$ cat config.mk
export PLATFORM = sky130hd
export DESIGN_NAME = upper_immediate_decoder_flat
export DESIGN_NICKNAME = d
export VERILOG_FILES = /design/src/rtl/upper_immediate_decoder_if.sv /design/src/rtl/upper_immediate_decoder.sv /design/src/flat_wrapper.sv
export SDC_FILE = /design/constraint.sdc
export NUM_CORES = 1
export LEC_CHECK = 0
export BUFFER_PORTS_ARGS = -buffer_cell sky130_fd_sc_hd__buf_2
export CORE_MARGIN = 8
export CORE_UTILIZATION = 45
export DETAILED_ROUTE_END_ITERATION = 6
export PLACE_DENSITY = 0.79
export SYNTH_ARGS = -nofsm -noshare
export SYNTH_HDL_FRONTEND = slang
export SYNTH_SLANG_ARGS = --single-unit
$ cat constraint.sdc
create_clock -name clock -period 1.76 [get_ports clock]
set_input_delay 0.352 -clock clock [delete_from_list [all_inputs] [get_ports clock]]
set_output_delay 0.352 -clock clock [all_outputs]
set_load 0.005 [all_outputs]
$ cat src/rtl/upper_immediate_decoder_if.sv
// Handshake bundle between the upper-immediate decoder, its instruction source
// and the downstream ImmediateFormer. immediateFormerMode: 0 = LUI, 1 = AUIPC.
interface upper_immediate_decoder_if #(
    parameter int COUNT_WIDTH = 16
);
    logic                   flush;
    logic                   instValid;
    logic                   instReady;
    logic [31:0]            instruction;
    logic [31:0]            pcIn;
    logic                   outValid;
    logic                   outReady;
    logic                   immediateFormerMode;
    logic [31:0]            immediateU;
    logic [31:0]            pcOfInstruction;
    logic                   illegalInstruction;
    logic [COUNT_WIDTH-1:0] decodeCount;

    modport slave (
        input  flush, instValid, instruction, pcIn, outReady,
        output instReady, outValid, immediateFormerMode, immediateU,
               pcOfInstruction, illegalInstruction, decodeCount
    );

    modport master (
        output flush, instValid, instruction, pcIn, outReady,
        input  instReady, outValid, immediateFormerMode, immediateU,
               pcOfInstruction, illegalInstruction, decodeCount
    );
endinterface

$ cat src/rtl/upper_immediate_decoder.sv
// Decodes LUI/AUIPC into {mode, U-immediate, pc} and queues them in a
// 2-entry in-order buffer toward the ImmediateFormer.
//
// state     | meaning
// OCC_EMPTY | no entries buffered, outValid low
// OCC_ONE   | head entry valid, one free slot
// OCC_TWO   | head and tail valid, instReady low
module upper_immediate_decoder #(
    parameter int COUNT_WIDTH = 16
) (
    input logic                     clock,
    input logic                     reset,
    upper_immediate_decoder_if.slave bus
);
    localparam logic [6:0] OPC_LUI    = 7'b0110111;
    localparam logic [6:0] OPC_AUIPC  = 7'b0010111;
    localparam logic       MODE_LUI   = 1'b0;
    localparam logic       MODE_AUIPC = 1'b1;

    typedef enum logic [1:0] {
        OCC_EMPTY = 2'd0,
        OCC_ONE   = 2'd1,
        OCC_TWO   = 2'd2
    } occ_t;

    occ_t                   state_q, state_d;
    logic                   inst_ready, out_valid;
    logic                   in_hs, out_hs, is_lui, is_auipc, push, pop;
    logic                   load_head_new, load_tail_new, shift_tail;
    logic                   illegal_d, illegal_q, count_inc;
    logic                   head_mode_q, tail_mode_q, new_mode;
    logic [19:0]            head_imm_q, tail_imm_q;
    logic [31:0]            head_pc_q, tail_pc_q;
    logic [COUNT_WIDTH-1:0] count_q;

    // Ready and valid depend only on registered occupancy.
    assign inst_ready = (state_q != OCC_TWO);
    assign out_valid  = (state_q != OCC_EMPTY);

    assign is_lui    = (bus.instruction[6:0] == OPC_LUI);
    assign is_auipc  = (bus.instruction[6:0] == OPC_AUIPC);
    assign new_mode  = is_auipc ? MODE_AUIPC : MODE_LUI;
    assign in_hs     = bus.instValid & inst_ready;
    assign out_hs    = out_valid & bus.outReady;
    assign push      = in_hs & (is_lui | is_auipc);
    assign pop       = out_hs;
    assign illegal_d = in_hs & ~(is_lui | is_auipc) & ~bus.flush;
    assign count_inc = out_hs & ~bus.flush;

    always_ff @(posedge clock or negedge reset) begin
        if (!reset) begin
            state_q <= OCC_EMPTY;
        end else begin
            state_q <= state_d;
        end
    end

    always_comb begin
        state_d       = state_q;
        load_head_new = 1'b0;
        load_tail_new = 1'b0;
        shift_tail    = 1'b0;
        if (bus.flush) begin
            state_d = OCC_EMPTY;
        end else begin
            case (state_q)
                OCC_EMPTY: begin
                    if (push) begin
                        state_d       = OCC_ONE;
                        load_head_new = 1'b1;
                    end
                end
                OCC_ONE: begin
                    if (push && pop) begin
                        load_head_new = 1'b1;
                    end else if (push) begin
                        state_d       = OCC_TWO;
                        load_tail_new = 1'b1;
                    end else if (pop) begin
                        state_d = OCC_EMPTY;
                    end
                end
                OCC_TWO: begin
                    if (pop) begin
                        state_d    = OCC_ONE;
                        shift_tail = 1'b1;
                    end
                end
                default: state_d = OCC_EMPTY;
            endcase
        end
    end

    always_ff @(posedge clock or negedge reset) begin
        if (!reset) begin
            head_mode_q <= MODE_LUI;
            head_imm_q  <= '0;
            head_pc_q   <= '0;
            tail_mode_q <= MODE_LUI;
            tail_imm_q  <= '0;
            tail_pc_q   <= '0;
        end else begin
            if (load_head_new) begin
                head_mode_q <= new_mode;
                head_imm_q  <= bus.instruction[31:12];
                head_pc_q   <= bus.pcIn;
            end else if (shift_tail) begin
                head_mode_q <= tail_mode_q;
                head_imm_q  <= tail_imm_q;
                head_pc_q   <= tail_pc_q;
            end
            if (load_tail_new) begin
                tail_mode_q <= new_mode;
                tail_imm_q  <= bus.instruction[31:12];
                tail_pc_q   <= bus.pcIn;
            end
        end
    end

    always_ff @(posedge clock or negedge reset) begin
        if (!reset) begin
            illegal_q <= 1'b0;
            count_q   <= '0;
        end else begin
            illegal_q <= illegal_d;
            if (count_inc) begin
                count_q <= count_q + 1'b1;
            end
        end
    end

    // Head fields read as zero/LUI whenever the buffer is empty.
    assign bus.instReady           = inst_ready;
    assign bus.outValid            = out_valid;
    assign bus.immediateFormerMode = out_valid ? head_mode_q : MODE_LUI;
    assign bus.immediateU          = out_valid ? {head_imm_q, 12'h000} : 32'h0;
    assign bus.pcOfInstruction     = out_valid ? head_pc_q : 32'h0;
    assign bus.illegalInstruction  = illegal_q;
    assign bus.decodeCount         = count_q;
endmodule

$ cat src/flat_wrapper.sv
// flat-port wrapper written by rule: the top's interface ports become plain ports
module upper_immediate_decoder_flat 
#(
    parameter int COUNT_WIDTH = 16
)
  (clock, reset, bus_flush, bus_instValid, bus_instruction, bus_pcIn, bus_outReady, bus_instReady, bus_outValid, bus_immediateFormerMode, bus_immediateU, bus_pcOfInstruction, bus_illegalInstruction, bus_decodeCount);
  upper_immediate_decoder_if #(.COUNT_WIDTH(COUNT_WIDTH)) bus_i ();
  input logic clock;
  input logic reset;
  input wire logic [$bits(bus_i.flush)-1:0] bus_flush;
  input wire logic [$bits(bus_i.instValid)-1:0] bus_instValid;
  input wire logic [$bits(bus_i.instruction)-1:0] bus_instruction;
  input wire logic [$bits(bus_i.pcIn)-1:0] bus_pcIn;
  input wire logic [$bits(bus_i.outReady)-1:0] bus_outReady;
  output wire logic [$bits(bus_i.instReady)-1:0] bus_instReady;
  output wire logic [$bits(bus_i.outValid)-1:0] bus_outValid;
  output wire logic [$bits(bus_i.immediateFormerMode)-1:0] bus_immediateFormerMode;
  output wire logic [$bits(bus_i.immediateU)-1:0] bus_immediateU;
  output wire logic [$bits(bus_i.pcOfInstruction)-1:0] bus_pcOfInstruction;
  output wire logic [$bits(bus_i.illegalInstruction)-1:0] bus_illegalInstruction;
  output wire logic [$bits(bus_i.decodeCount)-1:0] bus_decodeCount;
  assign bus_i.flush = bus_flush;
  assign bus_i.instValid = bus_instValid;
  assign bus_i.instruction = bus_instruction;
  assign bus_i.pcIn = bus_pcIn;
  assign bus_i.outReady = bus_outReady;
  assign bus_instReady = bus_i.instReady;
  assign bus_outValid = bus_i.outValid;
  assign bus_immediateFormerMode = bus_i.immediateFormerMode;
  assign bus_immediateU = bus_i.immediateU;
  assign bus_pcOfInstruction = bus_i.pcOfInstruction;
  assign bus_illegalInstruction = bus_i.illegalInstruction;
  assign bus_decodeCount = bus_i.decodeCount;
  upper_immediate_decoder #(.COUNT_WIDTH(COUNT_WIDTH)) u_core (.clock(clock), .reset(reset), .bus(bus_i));
endmodule
# Yosys cells after proc, flatten, opt, wreduce, memory -nomap -nowiden
# Index checks and enable logic that the tools add are counted.
op_classes:
  add_sub_neg: 1
  n_eq_ne: 9
  muxes: 27
  bitwise: 9
  n_reduce_logical: 5
ops:
  columns: ["operator", "count"]
  rows:
  - ["32-bit two-way mux", 4]
  - ["20-bit two-way mux", 2]
  - ["16-bit by 1-bit adder with 16-bit output, second input constant", 1]
  - ["1-bit two-way mux", 13]
  - ["2-bit two-way mux", 6]
  - ["7-bit by 5-bit equality test with 1-bit output, second input constant", 1]
  - ["7-bit by 6-bit equality test with 1-bit output, second input constant", 1]
  - ["1-bit bitwise AND", 6]
  - ["3-bit by 2-bit inequality test with 1-bit output, second input constant", 2]
  - ["2-bit case mux with 3 select lines", 1]
  - ["4-bit by 2-bit inequality test with 1-bit output, second input constant", 1]
  - ["4-bit AND reduction", 1]
  - ["2-bit nonzero test", 2]
  - ["3-bit inequality test, second input constant", 1]
  - ["2-bit by 1-bit equality test with 1-bit output, second input constant", 1]
  - ["2-bit equality test, second input constant", 1]
  - ["2-bit zero test", 1]
  - ["2-bit inequality test, second input constant", 1]
  - ["1-bit inverter", 2]
  - ["1-bit case mux with 2 select lines", 1]
  - ["1-bit logical AND", 1]
  - ["1-bit OR", 1]
totals:
  register_bits: 125
  inputBits: 69
  output_inout_bits: 84

# Depth between registers and ports, before layout
depth:
  word_depth: 8
  mapped_depth: 6
  ltp_nobuf: 5

# Least setup slack after synthesis
# No wires, ideal clock.
synth_path:
  path_type: "input to register"
  from: "input port bus_instruction[1]"
  to: "register u_core.head_imm_q[0]"
  setup_time_ns: 0.126
  arrival_ns: 1.485
  slack_ns: 0.149
  stages: 6
  path_cell_list: "and4b_1 > and4b_4 > and2_1 > buf_6 > buf_6 > a221o_1"
synth_via:
  elab_chain_len: 8
  elab_cells_between_ends: 11
  classes_between: "eq/ne (2); mux (5); bitwise (2); reduce/logical (2)"
synth_rtl:
  columns: ["item", "line_no", "source"]
  rows:
  - ["from (decl)", "flat_wrapper.sv:12", "input wire logic [$bits(bus_i.instruction)-1:0] bus_instruction;"]
  - ["7-bit by 6-bit equality test with 1-bit output / 7-bit by 5-bit equality test with 1-bit output (equally long branches)", "upper_immediate_decoder.sv:40, upper_immediate_decoder.sv:41", null]
  - ["1-bit OR *", "upper_immediate_decoder.sv:45", "assign push = in_hs & (is_lui | is_auipc);"]
  - ["1-bit bitwise AND *", "upper_immediate_decoder.sv:45", null]
  - ["1-bit logical AND", "upper_immediate_decoder.sv:74", "if (push && pop) begin"]
  - ["1-bit two-way mux", "upper_immediate_decoder.sv:74", null]
  - ["1-bit case mux with 2 select lines *", "upper_immediate_decoder.sv:66", "case (state_q)"]
  - ["1-bit two-way mux *", "upper_immediate_decoder.sv:63", "if (bus.flush) begin"]
  - ["20-bit two-way mux / 2-bit nonzero test (equally long branches)", null, null]
  - ["to (signal assigned)", "upper_immediate_decoder.sv:105", "head_imm_q <= bus.instruction[31:12];"]
  - ["to (signal assigned)", "upper_immediate_decoder.sv:109", "head_imm_q <= tail_imm_q;"]
  - ["to (decl)", "upper_immediate_decoder.sv:32", "logic [19:0] head_imm_q, tail_imm_q;"]
# Every way passes the cells marked *; elsewhere a longest branch is shown, timed or not.
# A chain may end at the register's enable or synchronous reset.

# Worst setup path after layout
layout_path:
  from: "register u_core.state_q[0]"
  to: "output port bus_immediateFormerMode"
layout_via:
  elab_chain_len: 2
layout_rtl:
  columns: ["item", "line_no", "source"]
  rows:
  - ["from (decl)", "upper_immediate_decoder.sv:26", "occ_t state_q, state_d;"]
  - ["from (signal assigned)", "upper_immediate_decoder.sv:54", "state_q <= state_d;"]
  - ["2-bit nonzero test", "upper_immediate_decoder.sv:38", "assign out_valid = (state_q != OCC_EMPTY);"]
  - ["1-bit two-way mux", "upper_immediate_decoder.sv:135", "assign bus.immediateFormerMode = out_valid ? head_mode_q : MODE_LUI;"]
  - ["to (decl)", "flat_wrapper.sv:17", "output wire logic [$bits(bus_i.immediateFormerMode)-1:0] bus_immediateFormerMode;"]
# No other way between the ends.

==> results.md <==
Setup path:
- The worst setup path is captured at an output port.
- The number of cells on the worst reg-to-reg path is 5.
- In this run the critical register-to-register path is launched from u_core.state_q[1].
- The setup check on the worst reg-to-reg path leaves a slack of 0.11 ns.
- The delay of the slowest cell on the worst path is 0.40 ns.
- For the worst setup path, the data arrival time is 1.48 ns.
- The launching element of the worst setup path is u_core.state_q[0].
- The signal on the critical path passes through nor2_2 -> inv_2 -> buf_12 -> and2_1 -> buf_2.
- The destination of the critical timing path is bus_immediateFormerMode.
- The category of the most critical setup path is register to output port.
- The peak fanout along the critical path is 30.
- For this design, the slowest cell found on the critical path is dfrtp_1.
- The capture instance of the worst register-to-register path is u_core.tail_imm_q[19].
- The worst setup path is launched from a register.
- For the worst setup path, the data required time is 1.41 ns.

STA:
- The setup-violating endpoint count in the final report is 53.
- In the finished design, the share of the clock period the worst path needs comes to 104%.
- Setup repair after global routing could not meet its margin everywhere.
- The clock skew is 0.00594 ns.
- The final hold violation count is 0.
- Setup total negative slack on the finished layout was measured at -2.00 ns.
- The shortest clock period the worst path allows after layout is 1.83 ns.
- The setup slack of the critical path after layout is -0.0687 ns.
- The count of final max-slew check failures is 0.
- Based on the critical path, the design can be clocked at up to 547 MHz.

Yosys:
- In this run, distinct cell masters in the synthesized netlist total 30.
- Of the synthesized area, sequential elements account for 55.8%.
- The most instantiated flip-flop cell in the synthesis netlist is dfrtp_1.
- In the synthesized netlist the async set-or-reset flop fraction comes to 100%.
- The number of synthesized flops with an enable pin is 0.
- The flip-flop and latch count after synthesis is 125.
- The total of warnings raised by yosys is 0.
- The average cell area after synthesis is 12.7 µm².
- Synthesis produced 441 cells.
- Summing every instance area after synthesis gives 5600 µm².

Drt:
- For this block, the via count after detailed routing is 4,091.
- The first-pass iteration count of the detailed router is 5.
- The detailed-route DRC error count is 0.
- The ratio of routed vias to standard cells is 5.30.
- Wires add up to 14,000 µm.
- The antenna violation net count after detailed routing is 0.
- The detailed-route wire length per cell is 18.1 µm.
- In this run, the number of DRC markers left after iteration 0 of detailed routing was 240.

Clocking:
- After clock tree synthesis, the clock-pin slew on the worst setup and hold paths is 0.05 ns.
- The H-tree generated during clock tree synthesis spans 4 levels.
- The source-to-sink clock delay at the later pin of the worst-skew pair is 0.40 ns.
- The clock passes through at most 2 buffers.
- Clock tree synthesis selected as its root buffer the cell clkbuf_16.
- The clock tree from TritonCTS is built.
- Clock tree synthesis found a total of 125 sinks.
- Clock tree synthesis inserted a total of 17 buffers.

Placement:
- The number of placed cells counting well taps is 736.
- The weighted congestion reported at the end of routability-driven placement is 0.711.
- Detailed placement finished with a half-perimeter wire length of 9540 µm.
- The number of port buffers is 135.

Floorplanning:
- The boundary pin count is 153.
- The region available for standard cell placement spans 12,100 µm².
- From left edge to right edge, the die measures 128 µm.
- The die is 128 µm tall.
- The die footprint is 16,300 µm².
- In this run the core area contains 40 standard-cell rows.
- For this configuration, the core starts out at a cell density of 46.4%.

GRT:
- The first global-routing pass estimated 22,900 µm of wire.
- The via count of the first global-routing pass was 4,539.
- The initial antenna violation count is 0.
- The pin count of the biggest net entering global routing is 55.
- Across every metal layer, demand over resource in global routing totals 17.7%.
- The total overflow reported by the global router is 0.

Run:
- Across the run, the number of max-cap violations was 0.

Run status:
- The checks that failed: setup timing.
- The run finished, with violations left.

Cells and area:
- The net count of the finished layout is 661.
- Excluding fillers, the count of instances in the completed layout stands at 772.
- The share of layout cells above drive strength 1 is 41.4%.
- The count of antenna diodes in the layout is 0.
- The number of filler cells placed in the layout is 982.
- The most common library cell in the layout ignoring fill and taps is dfrtp_1.
- In the layout the commonest cells are dfrtp_1 (125), buf_2 (121), and2_1 (92).
- The synthesis-to-layout area growth is 30.1%.

Power:
- The power density relative to cell area is 931 nW/µm².
- The leakage power total is 0.00386 µW.
- The peak supply drop is 0.000618 V.

Min path:
- In this run the worst hold path is classified as input pin to register.
-- worst min path at each step --
stage / start / endpoint / slack [ns] / depth (start not counted)
6_report: bus_pcIn[11] / u_core.tail_pc_q[11] / 0.18 / 2
5_1_grt: bus_instruction[22] / u_core.tail_imm_q[10] / 0.18 / 2
4_1_cts: bus_pcIn[11] / u_core.tail_pc_q[11] / 0.16 / 2
3_5_place_dp: reset / u_core.tail_pc_q[24] / 0.28 / 1
3_3_place_gp: reset / u_core.tail_pc_q[24] / 0.27 / 1
2_1_floorplan: reset / u_core.bus.decodeCount[0] / 0.06 / 0
-- layer usage --
metal,wire [µm],share of wire (%),up-vias,global-route usage [%]
li1,-,-,1851,-
met1,5710,41,2091,20.5
met2,7240,52,131,30.4
met3,832,5.9,18,5.41
met4,212,1.5,0,6.43
met5,0,0,-,0
-- critical path, delay by kind of cell (launching register included) --
family / cells / cell delay, ns
buffers and inverters: 3 / 0.37
flip-flops: 1 / 0.40
AND/OR/NAND/NOR: 2 / 0.29
-- synthesized netlist by cell type, types with 4 or more instances --
| library cell | count | area share [%] |
|---|---|---|
| a221o_1 | 53 | 9.5 |
| nor3_1 | 4 | 0.36 |
| nand3_1 | 7 | 0.63 |
| nor2_1 | 4 | 0.27 |
| and2_1 | 107 | 12 |
| buf_6 | 6 | 1.2 |
| mux2_1 | 9 | 1.8 |
| dfrtp_1 | 125 | 56 |
| nand2_1 | 8 | 0.54 |
| clkbuf_1 | 10 | 0.67 |
| buf_2 | 5 | 0.45 |
| xnor2_1 | 12 | 1.9 |
| mux2_2 | 45 | 9.0 |
| buf_4 | 17 | 2.3 |
| nand4_1 | 4 | 0.45 |
-- timing repair --
action / CTS / global route
setup buffers: 2 / 1
gates resized for setup: 21 / 14
pin swaps: 1 / 2
hold endpoints to repair: 19 / 0
hold buffers: 1 / 0
endpoints found under the setup margin: 54 / 53
-- power breakdown --
| group | internal [µW] | switching (µW) |
|---|---|---|
| registers | 2990 | 65.7 |
| clock network | 2230 | 1180 |
| logic | 165 | 153 |
-- stage by stage --
stage / utilization [%] / instance area, µm² / power, µW / hold WS [ns] / setup slack (ns)
4_1_cts: 59.9 / 7220 / 6860 / 0.162 / -0.0781
3_3_place_gp: 54.1 / 6530 / 3390 / 0.267 / -0.0270
5_1_grt: 60.4 / 7290 / 7030 / 0.176 / -0.148
3_5_place_dp: 54.1 / 6530 / 3410 / 0.276 / -0.0669
6_report: 60.4 / 7290 / 6780 / 0.183 / -0.0687
2_1_floorplan: - / 5640 / 3220 / 0.0564 / 0.149
-- cells by family (layout without fill, tap and decap cells) --
group           after synthesis  count (layout)  synth area share (%)
mux                          54              54                  10.9
compound gates               56              56                  9.92
simple gates                148             148                  15.9
flops                       125             125                  55.8
xor+xnor                     15              15                  2.35
fa+ha+maj                     1               1                 0.223
other cells                   1              12                0.0669
buf+inv                      41             193                  4.80
-- cell type report --
class / count / area (µm²) / share of cell area, %
timing repair buffer: 158 / 1060 / 14.5
multi-input combinational: 286 / 2300 / 31.5
inverter: 3 / 11.3 / 0.155
tap: 168 / 210 / 2.88
clock inverter: 6 / 82.6 / 1.13
sequential: 125 / 3130 / 42.9
clock buffer: 26 / 499 / 6.85
-- sequential cells by signal (all words and copies together) (netlist names) --
name                           count
u_core.head_imm_q                 20
u_core.tail_pc_q                  32
u_core.head_pc_q                  32
u_core.tail_mode_q                 1
u_core.head_mode_q                 1
u_core.bus.illegalInstruction      1
u_core.tail_imm_q                 20
u_core.state_q                     2
u_core.bus.decodeCount            16
Note: power is estimated with default switching activity, not from simulation.
